**config.mk**
```make
export PLATFORM = sky130hd
export DESIGN_NAME = state_receiver
export DESIGN_NICKNAME = d
export VERILOG_FILES = /design/src/rtl/state_receiver.sv
export SDC_FILE = /design/constraint.sdc
export NUM_CORES = 1
export LEC_CHECK = 0
export ABC_AREA = 1
export BUFFER_PORTS_ARGS = -buffer_cell sky130_fd_sc_hd__buf_2
export CAP_MARGIN = 10
export CORE_MARGIN = 3
export CORE_UTILIZATION = 61
export CTS_BUF_LIST = sky130_fd_sc_hd__clkbuf_16
export DETAILED_ROUTE_END_ITERATION = 16
export PLACE_DENSITY = 0.83
export REMOVE_ABC_BUFFERS = 1
export SETUP_SLACK_MARGIN = 0.05
export SLEW_MARGIN = 10
export SYNTH_ARGS = -nofsm -noshare
export SYNTH_HDL_FRONTEND = slang
export SYNTH_SLANG_ARGS = --single-unit
```
**constraint.sdc**
```tcl
create_clock -name clk_pixel_in -period 4 [get_ports clk_pixel_in]
set_clock_uncertainty 0.2 [all_clocks]
set_input_delay 0.6 -clock clk_pixel_in [delete_from_list [all_inputs] [get_ports clk_pixel_in]]
set_output_delay 0.6 -clock clk_pixel_in [all_outputs]
set_load 0.02 [all_outputs]
```
**src/rtl/state_receiver.sv**
```systemverilog
// Receive side of the inter-board player-state serial link: synchronizes the
// three-wire link into clk_pixel_in and reassembles one frame. Option macro: RX_PARITY_EN.
`timescale 1ns/1ps
module state_receiver #(
  parameter int DATA_WIDTH     = 89,
  parameter int TIMEOUT_CYCLES = 4096,
  parameter int SYNC_STAGES    = 2
) (
  input  logic                  clk_pixel_in,
  input  logic                  rst_in,
  input  logic                  data_in,
  input  logic                  data_clk_in,
  input  logic                  sel_in,
  output logic [DATA_WIDTH-1:0] data_out,
  output logic                  data_out_valid,
  output logic                  frame_error_out,
  output logic                  busy_out
);

`ifdef RX_PARITY_EN
  localparam int FRAME_LEN = DATA_WIDTH + 1;
`else
  localparam int FRAME_LEN = DATA_WIDTH;
`endif
  localparam int CNT_MAX = DATA_WIDTH + 2;
  localparam int CNT_W   = $clog2(CNT_MAX + 1);
  localparam int TO_W    = $clog2(TIMEOUT_CYCLES + 1);

  typedef enum logic [1:0] {
    S_WAIT_IDLE,
    S_IDLE,
    S_RECEIVE,
    S_CHECK
  } state_t;

  logic [SYNC_STAGES-1:0] r_data_sync;
  logic [SYNC_STAGES-1:0] r_dclk_sync;
  logic [SYNC_STAGES-1:0] r_sel_sync;
  logic [SYNC_STAGES-1:0] r_warm;
  logic                   r_dclk_prev;
  logic                   r_sel_prev;

  state_t                 r_state;
  state_t                 w_state_next;
  logic [CNT_W-1:0]       r_count;
  logic [TO_W-1:0]        r_timeout;
  logic [DATA_WIDTH-1:0]  r_shift;
  logic [DATA_WIDTH-1:0]  r_data_out;
  logic                   r_valid;
  logic                   r_error;
`ifdef RX_PARITY_EN
  logic                   r_parity;
`endif

  logic w_data_s, w_dclk_s, w_sel_s;
  logic w_strobe, w_sel_rise, w_sel_fall;
  logic w_timeout, w_frame_ok;
  logic w_busy, w_valid_next, w_error_next;

  // NOTE: every clocked process uses non-blocking (<=) assignments so all
  // flops update together at the edge regardless of statement order.
  always_ff @(posedge clk_pixel_in) begin
    if (rst_in) begin
      r_data_sync <= '0;
      r_dclk_sync <= '0;
      r_sel_sync  <= '1;
      r_warm      <= '0;
      r_dclk_prev <= 1'b0;
      r_sel_prev  <= 1'b1;
    end else begin
      r_data_sync <= {r_data_sync[SYNC_STAGES-2:0], data_in};
      r_dclk_sync <= {r_dclk_sync[SYNC_STAGES-2:0], data_clk_in};
      r_sel_sync  <= {r_sel_sync[SYNC_STAGES-2:0], sel_in};
      r_warm      <= {r_warm[SYNC_STAGES-2:0], 1'b1};
      r_dclk_prev <= w_dclk_s;
      r_sel_prev  <= w_sel_s;
    end
  end

  assign w_data_s   = r_data_sync[SYNC_STAGES-1];
  assign w_dclk_s   = r_dclk_sync[SYNC_STAGES-1];
  assign w_sel_s    = r_sel_sync[SYNC_STAGES-1];
  assign w_strobe   = w_dclk_s & ~r_dclk_prev;
  assign w_sel_rise = w_sel_s & ~r_sel_prev;
  assign w_sel_fall = ~w_sel_s & r_sel_prev;
  assign w_timeout  = !w_strobe && (r_timeout == TO_W'(TIMEOUT_CYCLES - 1));

`ifdef RX_PARITY_EN
  assign w_frame_ok = (r_count == CNT_W'(FRAME_LEN)) && ((^r_shift ^ r_parity) == 1'b0);
`else
  assign w_frame_ok = (r_count == CNT_W'(FRAME_LEN));
`endif

  always_ff @(posedge clk_pixel_in) begin
    if (rst_in) r_state <= S_WAIT_IDLE;
    else        r_state <= w_state_next;
  end

  // The sel synchronizer resets high, so leaving WAIT_IDLE is held off until
  // the chain has been refilled with post-reset samples of the pin.
  always_comb begin
    // NOTE: default assignment first so no path leaves the signal unassigned
    // (which would infer a latch).
    w_state_next = r_state;
    case (r_state)
      S_WAIT_IDLE: if (r_warm[SYNC_STAGES-1] && w_sel_s) w_state_next = S_IDLE;
      S_IDLE:      if (w_sel_fall)                        w_state_next = S_RECEIVE;
      S_RECEIVE: begin
        if (w_sel_rise)     w_state_next = S_CHECK;
        else if (w_timeout) w_state_next = S_WAIT_IDLE;
      end
      S_CHECK:     w_state_next = S_IDLE;
      default:     w_state_next = S_WAIT_IDLE;
    endcase
  end

  always_comb begin
    w_busy       = 1'b0;
    w_valid_next = 1'b0;
    w_error_next = 1'b0;
    case (r_state)
      S_RECEIVE: begin
        w_busy       = 1'b1;
        w_error_next = w_timeout && !w_sel_rise;
      end
      S_CHECK: begin
        w_valid_next = w_frame_ok;
        w_error_next = !w_frame_ok;
      end
      default: ;
    endcase
  end

  always_ff @(posedge clk_pixel_in) begin
    if (rst_in) begin
      r_count    <= '0;
      r_timeout  <= '0;
      r_shift    <= '0;
      r_data_out <= '0;
      r_valid    <= 1'b0;
      r_error    <= 1'b0;
`ifdef RX_PARITY_EN
      r_parity   <= 1'b0;
`endif
    end else begin
      r_valid <= w_valid_next;
      r_error <= w_error_next;
      if (w_valid_next) r_data_out <= r_shift;

      if (r_state == S_IDLE && w_sel_fall) begin
        r_count   <= '0;
        r_timeout <= '0;
        r_shift   <= '0;
`ifdef RX_PARITY_EN
        r_parity  <= 1'b0;
`endif
      end else if (r_state == S_RECEIVE) begin
        if (w_strobe) begin
          // With parity the newest bit waits in r_parity, so the shift
          // register ends up holding exactly the payload.
`ifdef RX_PARITY_EN
          r_parity <= w_data_s;
          r_shift  <= {r_shift[DATA_WIDTH-2:0], r_parity};
`else
          r_shift  <= {r_shift[DATA_WIDTH-2:0], w_data_s};
`endif
          if (r_count != CNT_W'(CNT_MAX)) r_count <= r_count + CNT_W'(1);
          r_timeout <= '0;
        end else begin
          r_timeout <= r_timeout + TO_W'(1);
        end
      end
    end
  end

  assign data_out        = r_data_out;
  assign data_out_valid  = r_valid;
  assign frame_error_out = r_error;
  assign busy_out        = w_busy;

endmodule
```
### Word level (Yosys, flattened, before mapping)

Cells that the tools add are included.

| word-level totals | value |
|---|---|
| register bits | 212 |
| word-level logic and storage cells | 53 |
| output and inout bits | 92 |

| cells by class | value |
|---|---|
| add/sub/neg operators | 2 |
| mux-type cells | 10 |
| eq/ne operators | 9 |
| reductions and logical operators | 12 |
| bitwise operators | 6 |

Operator list:

| kind | count |
|---|---|
| adder 13 x 1 -> 13 bit, second input constant | 1 |
| equality test 13 x 12 -> 1 bit, second input constant | 1 |
| 2-to-1 mux 13 bit | 1 |
| 2-to-1 mux 2 bit | 4 |
| case mux 2 bit (4 select lines) | 1 |
| adder 7 x 1 -> 7 bit, second input constant | 1 |
| equality test 7 bit, second input constant | 1 |
| inequality test 7 bit, second input constant | 1 |
| AND reduction 3 bit | 2 |
| equality test 2 bit, second input constant | 2 |
| logical AND 1 bit | 4 |
| inequality test 2 bit, second input constant | 2 |
| AND 1 bit | 3 |
| logical NOT 1 bit | 3 |
| 2-to-1 mux 1 bit | 3 |
| inequality test 3 bit, second input constant | 1 |
| NOT 1 bit | 3 |
| equality test 2 x 1 -> 1 bit, second input constant | 1 |
| logical NOT 2 bit | 1 |
| case mux 1 bit (2 select lines) | 1 |
| AND reduction 2 bit | 1 |
| OR reduction 2 bit | 1 |

### Longest topological paths before layout

Gate-level depths: netlist (run 1).

| depth | value |
|---|---|
| depth after elaboration | 7 |
| mapped depth | 10 |
| mapped depth without buffers | 10 |

### Least setup slack after synthesis (run 1)

Ideal clock, no wire load.

| timing | value |
|---|---|
| path kind | reg2reg |
| from | register r_state[0] |
| to | register r_count[6] |
| data arrival time | 1.561 ns |
| stages on the path, launching flop included | 10 |
| period minus slack after synthesis | 1.893 ns |
| path buffers | 2 |
| library setup time | 0.132 ns |
| slack | 2.107 ns |
| required time | 3.668 ns |
| cell sequence | dfxtp_1 inv_1 ha_1 buf_4 inv_2 nor2_2 buf_4 nand4_1 o21ai_0 a21oi_1 |

| on the way | value |
|---|---|
| cells in the longest elaborated chain, start to end | 3 |
| elaborated cells between the ends (all ways) | 5 |
| those cells by class | eq/ne: 2; reduce/logical: 3 |

RTL lines:

| what | RTL line | RTL |
|---|---|---|
| start, declared | 43 | `state_t r_state;` |
| start signal, assigned | 96 | `else r_state <= w_state_next;` |
| equality test 2 x 1 -> 1 bit | 150 | `if (r_state == S_IDLE && w_sel_fall) begin` |
| logical AND 1 bit | 150 |  |
| OR reduction 2 bit (no line) | - |  |
| end signal, assigned | 167 | `if (r_count != CNT_W'(CNT_MAX)) r_count <= r_count + CNT_W'(1);` |
| end, declared | 45 | `logic [CNT_W-1:0] r_count;` |

Parallel ways exist; a longest one is shown, timed or not.
A chain may end at the register's enable or synchronous reset.

### Worst setup path after layout (run 1)

Ends and elaborated chain as after synthesis.

==> results of run 1 <==
layout by cell type (no fill, tap or decap), drive strengths merged:
| cell type | netlist | routed |
|---|---|---|
| nand2 | 234 | 234 |
| dfxtp | 212 | 212 |
| a21oi | 193 | 193 |
| inv | 128 | 134 |
| buf | 31 | 102 |
| o21ai | 96 | 96 |
| nor2 | 37 | 37 |
| clkbuf | 29 | 21 |
| clkinv | 0 | 9 |
| nand3 | 8 | 8 |
| ha | 7 | 7 |
| nor3 | 7 | 7 |
| or2 | 3 | 3 |
| nand4 | 3 | 3 |
| xor2 | 2 | 2 |
| xnor2 | 1 | 1 |
| nor3b | 1 | 1 |
| o21a | 1 | 1 |
| a31oi | 1 | 1 |
| a21boi | 1 | 1 |
| clkinvlp | 0 | 1 |
critical path, delay by kind of cell (launching register included):
family / cells / cell delay, ns
simple gates: 2 / 0.42
buf+inv: 3 / 0.90
fa+ha+maj: 1 / 0.35
flops: 1 / 0.33
compound gates: 2 / 0.31
state kept, by name, indices dropped and copies added (netlist names), 2 cells and up:
name / flops
data_out: 89
r_count: 7
r_data_sync: 2
r_dclk_sync: 2
r_sel_sync: 2
r_shift: 89
r_state: 2
r_timeout: 13
r_warm: 2
how the worst max path moves through the flow:
| stage | start | end | slack [ns] |
|---|---|---|---|
| final | r_state[0] | r_count[6] | 1.34 |
| after detailed placement | r_state[0] | r_count[6] | 1.29 |
| after global routing | r_state[0] | r_count[6] | 1.03 |
| after floorplan | r_state[0] | r_count[5] | -0.91 |
| after CTS | r_state[0] | r_count[6] | 1.28 |
| after global placement | r_state[0] | r_count[6] | 1.36 |
routing by layer:
metal  GRT usage, %  up-vias  part of all wire [%]
li1               -     3291                     -
met1           26.1     2893                    46
met2           36.5      137                    47
met3           3.18       20                   4.9
met4           5.15        0                   1.9
met5              0        -                     0
cell families (layout without fill, tap and decap cells):
| logic type | after synthesis | count (layout) | share of synthesized area, % |
|---|---|---|---|
| buffers and inverters | 188 | 267 | 10.7 |
| adder cells (fa/ha/maj) | 7 | 7 | 1.12 |
| AO/OA/AOI/OAI | 292 | 292 | 18.8 |
| AND/OR/NAND/NOR | 293 | 293 | 14.9 |
| flip-flops | 212 | 212 | 54.2 |
| XOR/XNOR | 3 | 3 | 0.336 |
power groups by stage:
stage	Sequential, W	Clock, W	Combinational, W
floorplan	0.00219	0	0.000163
global placement	0.00219	0	0.000218
detailed placement	0.00219	0	0.000220
CTS	0.00214	0.00175	0.000223
global route	0.00214	0.00183	0.000255
finish	0.00214	0.00172	0.000221
final cells by class:
type                       count  area (um2)
clock buffer                  21         526
clock inverter                16        73.8
fill                         989        3420
inverter                     128         480
multi-input combinational    595        2770
sequential                   212        4240
tap                          168         210
timing repair buffer         102         538
per-stage QoR:
stage / setup slack [ns] / cell area (um2) / total power (W) / util [%] / instances
5_1_grt: 1.03 / 8840 / 0.00423 / 72.1 / 1242
2_1_floorplan: -0.908 / 7480 / 0.00235 / - / 935
6_report: 1.34 / 8840 / 0.00408 / 72.1 / 1242
4_1_cts: 1.28 / 8840 / 0.00411 / 72.1 / 1242
3_5_place_dp: 1.29 / 8240 / 0.00241 / 67.2 / 1205
3_3_place_gp: 1.36 / 8240 / 0.00241 / 67.2 / 1205
==> summary.txt, run 1 <==
Clocking
  • CTS max path bufs: 3
  • Root buffer cell: clkbuf_16
  • CTS HTree Levels: 1
  • # hold bufs at CTS: 0
  • Clock slew at reported path FFs: 0.06 ns
  • Num CTS Buffers: 21
  • CTS tree: yes
  • Worst-skew pair later-pin latency: 0.49 ns
  • Post-cts sizing count: 0
  • CTS sink cnt: 212
  • Post-CTS setup buffer count: 0

Pwr
  • Switching Share: 23.0%
  • Cell-internal power: 0.00314 W
  • Power per cell area: 462 nW/um2
  • Sequential fraction of design power: 52.5%
  • Clock share of power: 42.1%
  • Psw: 0.000938 W
  • VDD IR max: 0.000382 V
  • Pleak: 3.42 nW
  • Logic pwr share: 5.4%

Yosys
  • Seq/Total Area, Yosys: 54.2%
  • Mean Syn Cell Area: 7.87 um2
  • Post-synth EDFFs: 0
  • Synth Register Bits: 212
  • Mapped Area: 7830 um2
  • Synth area leaders: dfxtp_1 54%, a21oi_1 12%, nand2_1 11%, inv_1 6.0%, o21ai_0 4.9%
  • Post-Syn Instances: 995
  • Ys flop type: dfxtp_1
  • Cell taking the most area after synthesis: dfxtp_1
  • Synth cell count leaders: 234 x nand2_1, 212 x dfxtp_1, 192 x a21oi_1, 126 x inv_1, 76 x o21ai_0
  • Asr flop ratio synth: 0%
  • Share of the synthesized area in the top cell type: 54.2%
  • Yosys cell types: 29
  • YS warnings: 0
  • Count leader, synth: nand2_1

Timing
  • Worst slew pin tran: 0.914 ns
  • Setup TNS: 0 ns
  • Fmax achieved: 0.376 GHz
  • RSZ-0062 raised after global routing: false
  • Slew headroom: 39.1%
  • Max-slew violations: 0
  • Final Setup Violations: 0
  • Final hold violation count: 0
  • Min Hold Slack: 0.0979 ns
  • Period minus WS final: 2.66 ns
  • Final period utilization: 66.6%

Setup path
  • CP max stage delay: 0.68 ns
  • Setup slack, reg-to-reg: 1.34 ns
  • Worst flop-to-flop path startpoint: r_state[0]
  • Critical Path Start Type: flip-flop
  • Worst r2r path cells: 8
  • Worst-path fanout max: 91
  • WP data arrival: 2.81 ns
  • WS Path Type: flip-flop to flip-flop
  • CP Cell Sequence: inv_1 > ha_1 > inv_2 > nor2_4 > buf_4 > nand4_1 > o21ai_0 > a21oi_1
  • CP endpoint kind: flip-flop
  • Worst-path cell with the longest stage delay: buf_4
  • Worst reg2reg endpoint: r_count[6]
  • Required time worst endpoint: 4.14 ns

GRT
  • Vias in the first global route: 5768
  • Largest net degree at the start of global routing: 103
  • GRT Util Overall: 20.5%
  • Initial antenna violation count: 0
  • First-pass GRT wire length: 25400 um
  • Congestion Overflow GR: 0

Drt
  • Wire per inst: 12.0 um
  • 1st-iter DRT viols: 460
  • # DRC: 0
  • Detailed-route via count: 6341
  • Detail Route Antenna Nets: 0
  • DRT Wirelength: 14900 um
  • Vias/cell: 5.11
  • DR pass1 iterations: 5

Floorplan
  • Row cnt: 40
  • Die Footprint: 14200 um2
  • Io pins: 97
  • Initial core utilization: 63.9%
  • Total core area: 12300 um2
  • Height of the die: 119 um
  • Die Width: 119 um

Hold path
  • Min-Delay Path Class: input port to flip-flop
  • Hold worst-path end: r_sel_sync[0]
  • Hold path depth: 2
  • Hold Crit Start: sel_in

Cells and area
  • Synthesis-to-finish area growth: 12.9%
  • N_diodes: 0
  • Layout cells sized above 1: 13.2%
  • Nets: 1072

Placed design
  • DP HPWL: 9080 um
  • Port bufs: 96
  • Final RePlAce weighted congestion: 0.806

Job
  • Total of max-cap violations: 0

Run status
  • Run status: finished clean
Power figures use the tool's default switching activity.
==> inputs of run 2 (changes only) <==
--- a/config.mk
+++ b/config.mk
@@ -5,14 +5,14 @@
 export SDC_FILE = /design/constraint.sdc
 export NUM_CORES = 1
 export LEC_CHECK = 0
-export ABC_AREA = 1
+export ABC_AREA = 0
 export BUFFER_PORTS_ARGS = -buffer_cell sky130_fd_sc_hd__buf_2
 export CAP_MARGIN = 10
 export CORE_MARGIN = 3
-export CORE_UTILIZATION = 61
+export CORE_UTILIZATION = 51
 export CTS_BUF_LIST = sky130_fd_sc_hd__clkbuf_16
 export DETAILED_ROUTE_END_ITERATION = 16
-export PLACE_DENSITY = 0.83
+export PLACE_DENSITY = 0.74
 export REMOVE_ABC_BUFFERS = 1
 export SETUP_SLACK_MARGIN = 0.05
 export SLEW_MARGIN = 10
==> constraint.sdc (replaced) <==
create_clock -name clk_pixel_in -period 2.3 [get_ports clk_pixel_in]
set_clock_uncertainty 0.2 [all_clocks]
set_input_delay 0.345 -clock clk_pixel_in [delete_from_list [all_inputs] [get_ports clk_pixel_in]]
set_output_delay 0.345 -clock clk_pixel_in [all_outputs]
set_load 0.02 [all_outputs]
==> summary.txt, run 2 <==
GRT
  • Vias in the first global route: 5599
  • Congestion Overflow GR: 0
  • GRT Util Overall: 19.1%
  • Initial antenna violation count: 0
  • Largest net degree at the start of global routing: 91
  • First-pass GRT wire length: 26600 um

Drt
  • Vias/cell: 5.14
  • DRT Wirelength: 15700 um
  • Detailed-route via count: 6117
  • DR pass1 iterations: 4
  • 1st-iter DRT viols: 414
  • Detail Route Antenna Nets: 0
  • # DRC: 0
  • Wire per inst: 13.2 um

Hold path
  • Hold Crit Start: rst_in
  • Hold path depth: 2
  • Hold worst-path end: r_warm[0]
  • Min-Delay Path Class: input port to flip-flop

Yosys
  • Ys flop type: dfxtp_1
  • YS warnings: 0
  • Seq/Total Area, Yosys: 56.2%
  • Asr flop ratio synth: 0%
  • Count leader, synth: nand2_1
  • Synth area leaders: dfxtp_1 56%, nand2_1 18%, a21oi_1 12%, clkbuf_1 2.0%, xor2_1 1.5%
  • Yosys cell types: 35
  • Synth Register Bits: 212
  • Share of the synthesized area in the top cell type: 56.2%
  • Post-synth EDFFs: 0
  • Post-Syn Instances: 927
  • Mapped Area: 7550 um2
  • Mean Syn Cell Area: 8.14 um2
  • Cell taking the most area after synthesis: dfxtp_1
  • Synth cell count leaders: 361 x nand2_1, 212 x dfxtp_1, 182 x a21oi_1, 41 x clkbuf_1, 22 x nor2_1

Setup path
  • Critical Path Start Type: flip-flop
  • WP data arrival: 1.59 ns
  • Worst reg2reg endpoint: r_timeout[5]
  • CP max stage delay: 0.33 ns
  • CP top delay family: buffers and inverters
  • Worst r2r path cells: 6
  • Worst-path fanout max: 9
  • WS Path Type: flip-flop to primary output
  • Buffer and inverter count on the worst path: 3
  • Required time worst endpoint: 1.75 ns
  • CP endpoint kind: primary output
  • Setup slack, reg-to-reg: 0.29 ns
  • CP Cell Sequence: inv_1 > ha_1 > buf_4 > buf_2
  • Worst flop-to-flop path startpoint: r_state[0]
  • Worst-path cell with the longest stage delay: dfxtp_1

Timing
  • Period minus WS final: 2.13 ns
  • Final hold violation count: 0
  • Fmax achieved: 0.469 GHz
  • Final Setup Violations: 0
  • RSZ-0062 raised after global routing: false
  • Worst slew pin tran: 0.459 ns
  • Final setup margin: 0.169 ns
  • Final period utilization: 92.7%
  • Slew headroom: 69.4%
  • Max-slew violations: 0

Pwr
  • VDD IR max: 0.000531 V
  • Pleak: 3.30 nW
  • Power per cell area: 801 nW/um2
  • Overall power: 0.00707 W

Clocking
  • Worst-skew pair later-pin latency: 0.48 ns
  • Post-CTS setup buffer count: 0
  • Root buffer cell: clkbuf_16
  • CTS tree: yes
  • Clock slew at reported path FFs: 0.06 ns
  • CTS HTree Levels: 1
  • Num CTS Buffers: 22
  • CTS max path bufs: 3
  • CTS sink cnt: 212

Placed design
  • DP HPWL: 9560 um
  • Place WS: 0.280 ns
  • Port bufs: 96
  • Dpl cell area: 8160 um2
  • Final RePlAce weighted congestion: 0.804

Run status
  • Run status: finished clean

Job
  • Total of max-cap violations: 0

Cells and area
  • N_diodes: 0
  • Final core utilization: 62.1%
  • Final Cell Area: 8830 um2
  • Layout cells sized above 1: 14.4%
  • Nets: 1010
  • Synthesis-to-finish area growth: 16.9%
  • Commonest non-fill, non-tap cell in the layout: nand2_1
  • Commonest non-fill, non-tap cells in the layout: 361 x nand2_1, 212 x dfxtp_1, 182 x a21oi_1

Floorplan
  • Initial core utilization: 53.2%
  • Die Width: 128 um
  • Total core area: 14200 um2
  • Die Footprint: 16300 um2
  • Row cnt: 43
  • Height of the die: 128 um
  • Io pins: 97
==> run 2: cell count changes after synthesis, sizes merged, moves of 4 or more <==
cell,change
a21oi,-11
buf,-6
clkbuf,+12
inv,-123
nand2,+127
nand2b,+4
nand4,+5
nor2,-15
nor2b,+9
nor3,-7
o21ai,-96
xor2,+11
==> run 2: how the worst max path moves through the flow <==
stage	from	slack, ns	endpoint	cells past startpoint
floorplan	r_state[0]	-1.57	r_count[0]	6
global placement	r_state[0]	0.36	r_timeout[7]	6
detailed placement	r_state[0]	0.28	r_timeout[2]	6
CTS	r_state[0]	0.17	busy_out	4
global route	r_state[0]	0.08	r_timeout[4]	6
finish	r_state[0]	0.17	busy_out	4
==> run 2: metrics by stage <==
step	std cells	TNS [ns]	hold WS, ns
2_1_floorplan	861	-201.76	0.189
3_3_place_gp	1151	0	0.193
3_5_place_dp	1151	0	0.197
4_1_cts	1191	0	0.00611
5_1_grt	1191	0	0.0154
6_report	1191	0	0.0217
==> run 2: repair_timing <==
item,in CTS,in global routing
endpoints found under the hold margin,3,0
gates resized for setup,0,0
hold buffers,3,0
==> run 2: kinds of logic after synthesis <==
kind of cell,Yosys count,share of synthesized area [%]
compound gates,189,12.8
xor+xnor,17,1.97
fa+ha+maj,7,1.16
buf+inv,71,4.21
flops,212,56.2
mux,2,0.398
simple gates,429,23.3
==> run 2: final cells by class <==
| class | instances | area (um2) |
|---|---|---|
| inverter | 5 | 18.8 |
| tap | 180 | 225 |
| clock buffer | 23 | 576 |
| sequential | 212 | 4240 |
| fill | 1273 | 5380 |
| clock inverter | 14 | 56.3 |
| timing repair buffer | 113 | 706 |
| multi-input combinational | 644 | 3000 |
==> run 2: worst register-to-register path: cells and delay by family, from the launching register on <==
family	cells	cell delay [ns]
adder cells (fa/ha/maj)	1	0.32
buffers and inverters	2	0.37
flip-flops	1	0.33
AND/OR/NAND/NOR	3	0.69
==> run 2: report_power, final <==
part,switching [W],internal (W),leakage (nW),total (W)
Clock,0.00134,0.00179,0.331,0.00312
Combinational,0.000152,0.0000896,1.26,0.000242
Sequential,0.0000142,0.00369,1.71,0.00371
==> run 2: routing by layer <==
layer  routed length [um]  vias to the layer above  global-route usage [%]
li1                     -                     3138                       -
met1                 7390                     2843                    26.0
met2                 7400                      117                    32.1
met3                  685                       19                    2.92
met4                  248                        0                    4.81
met5                    0                        -                       0
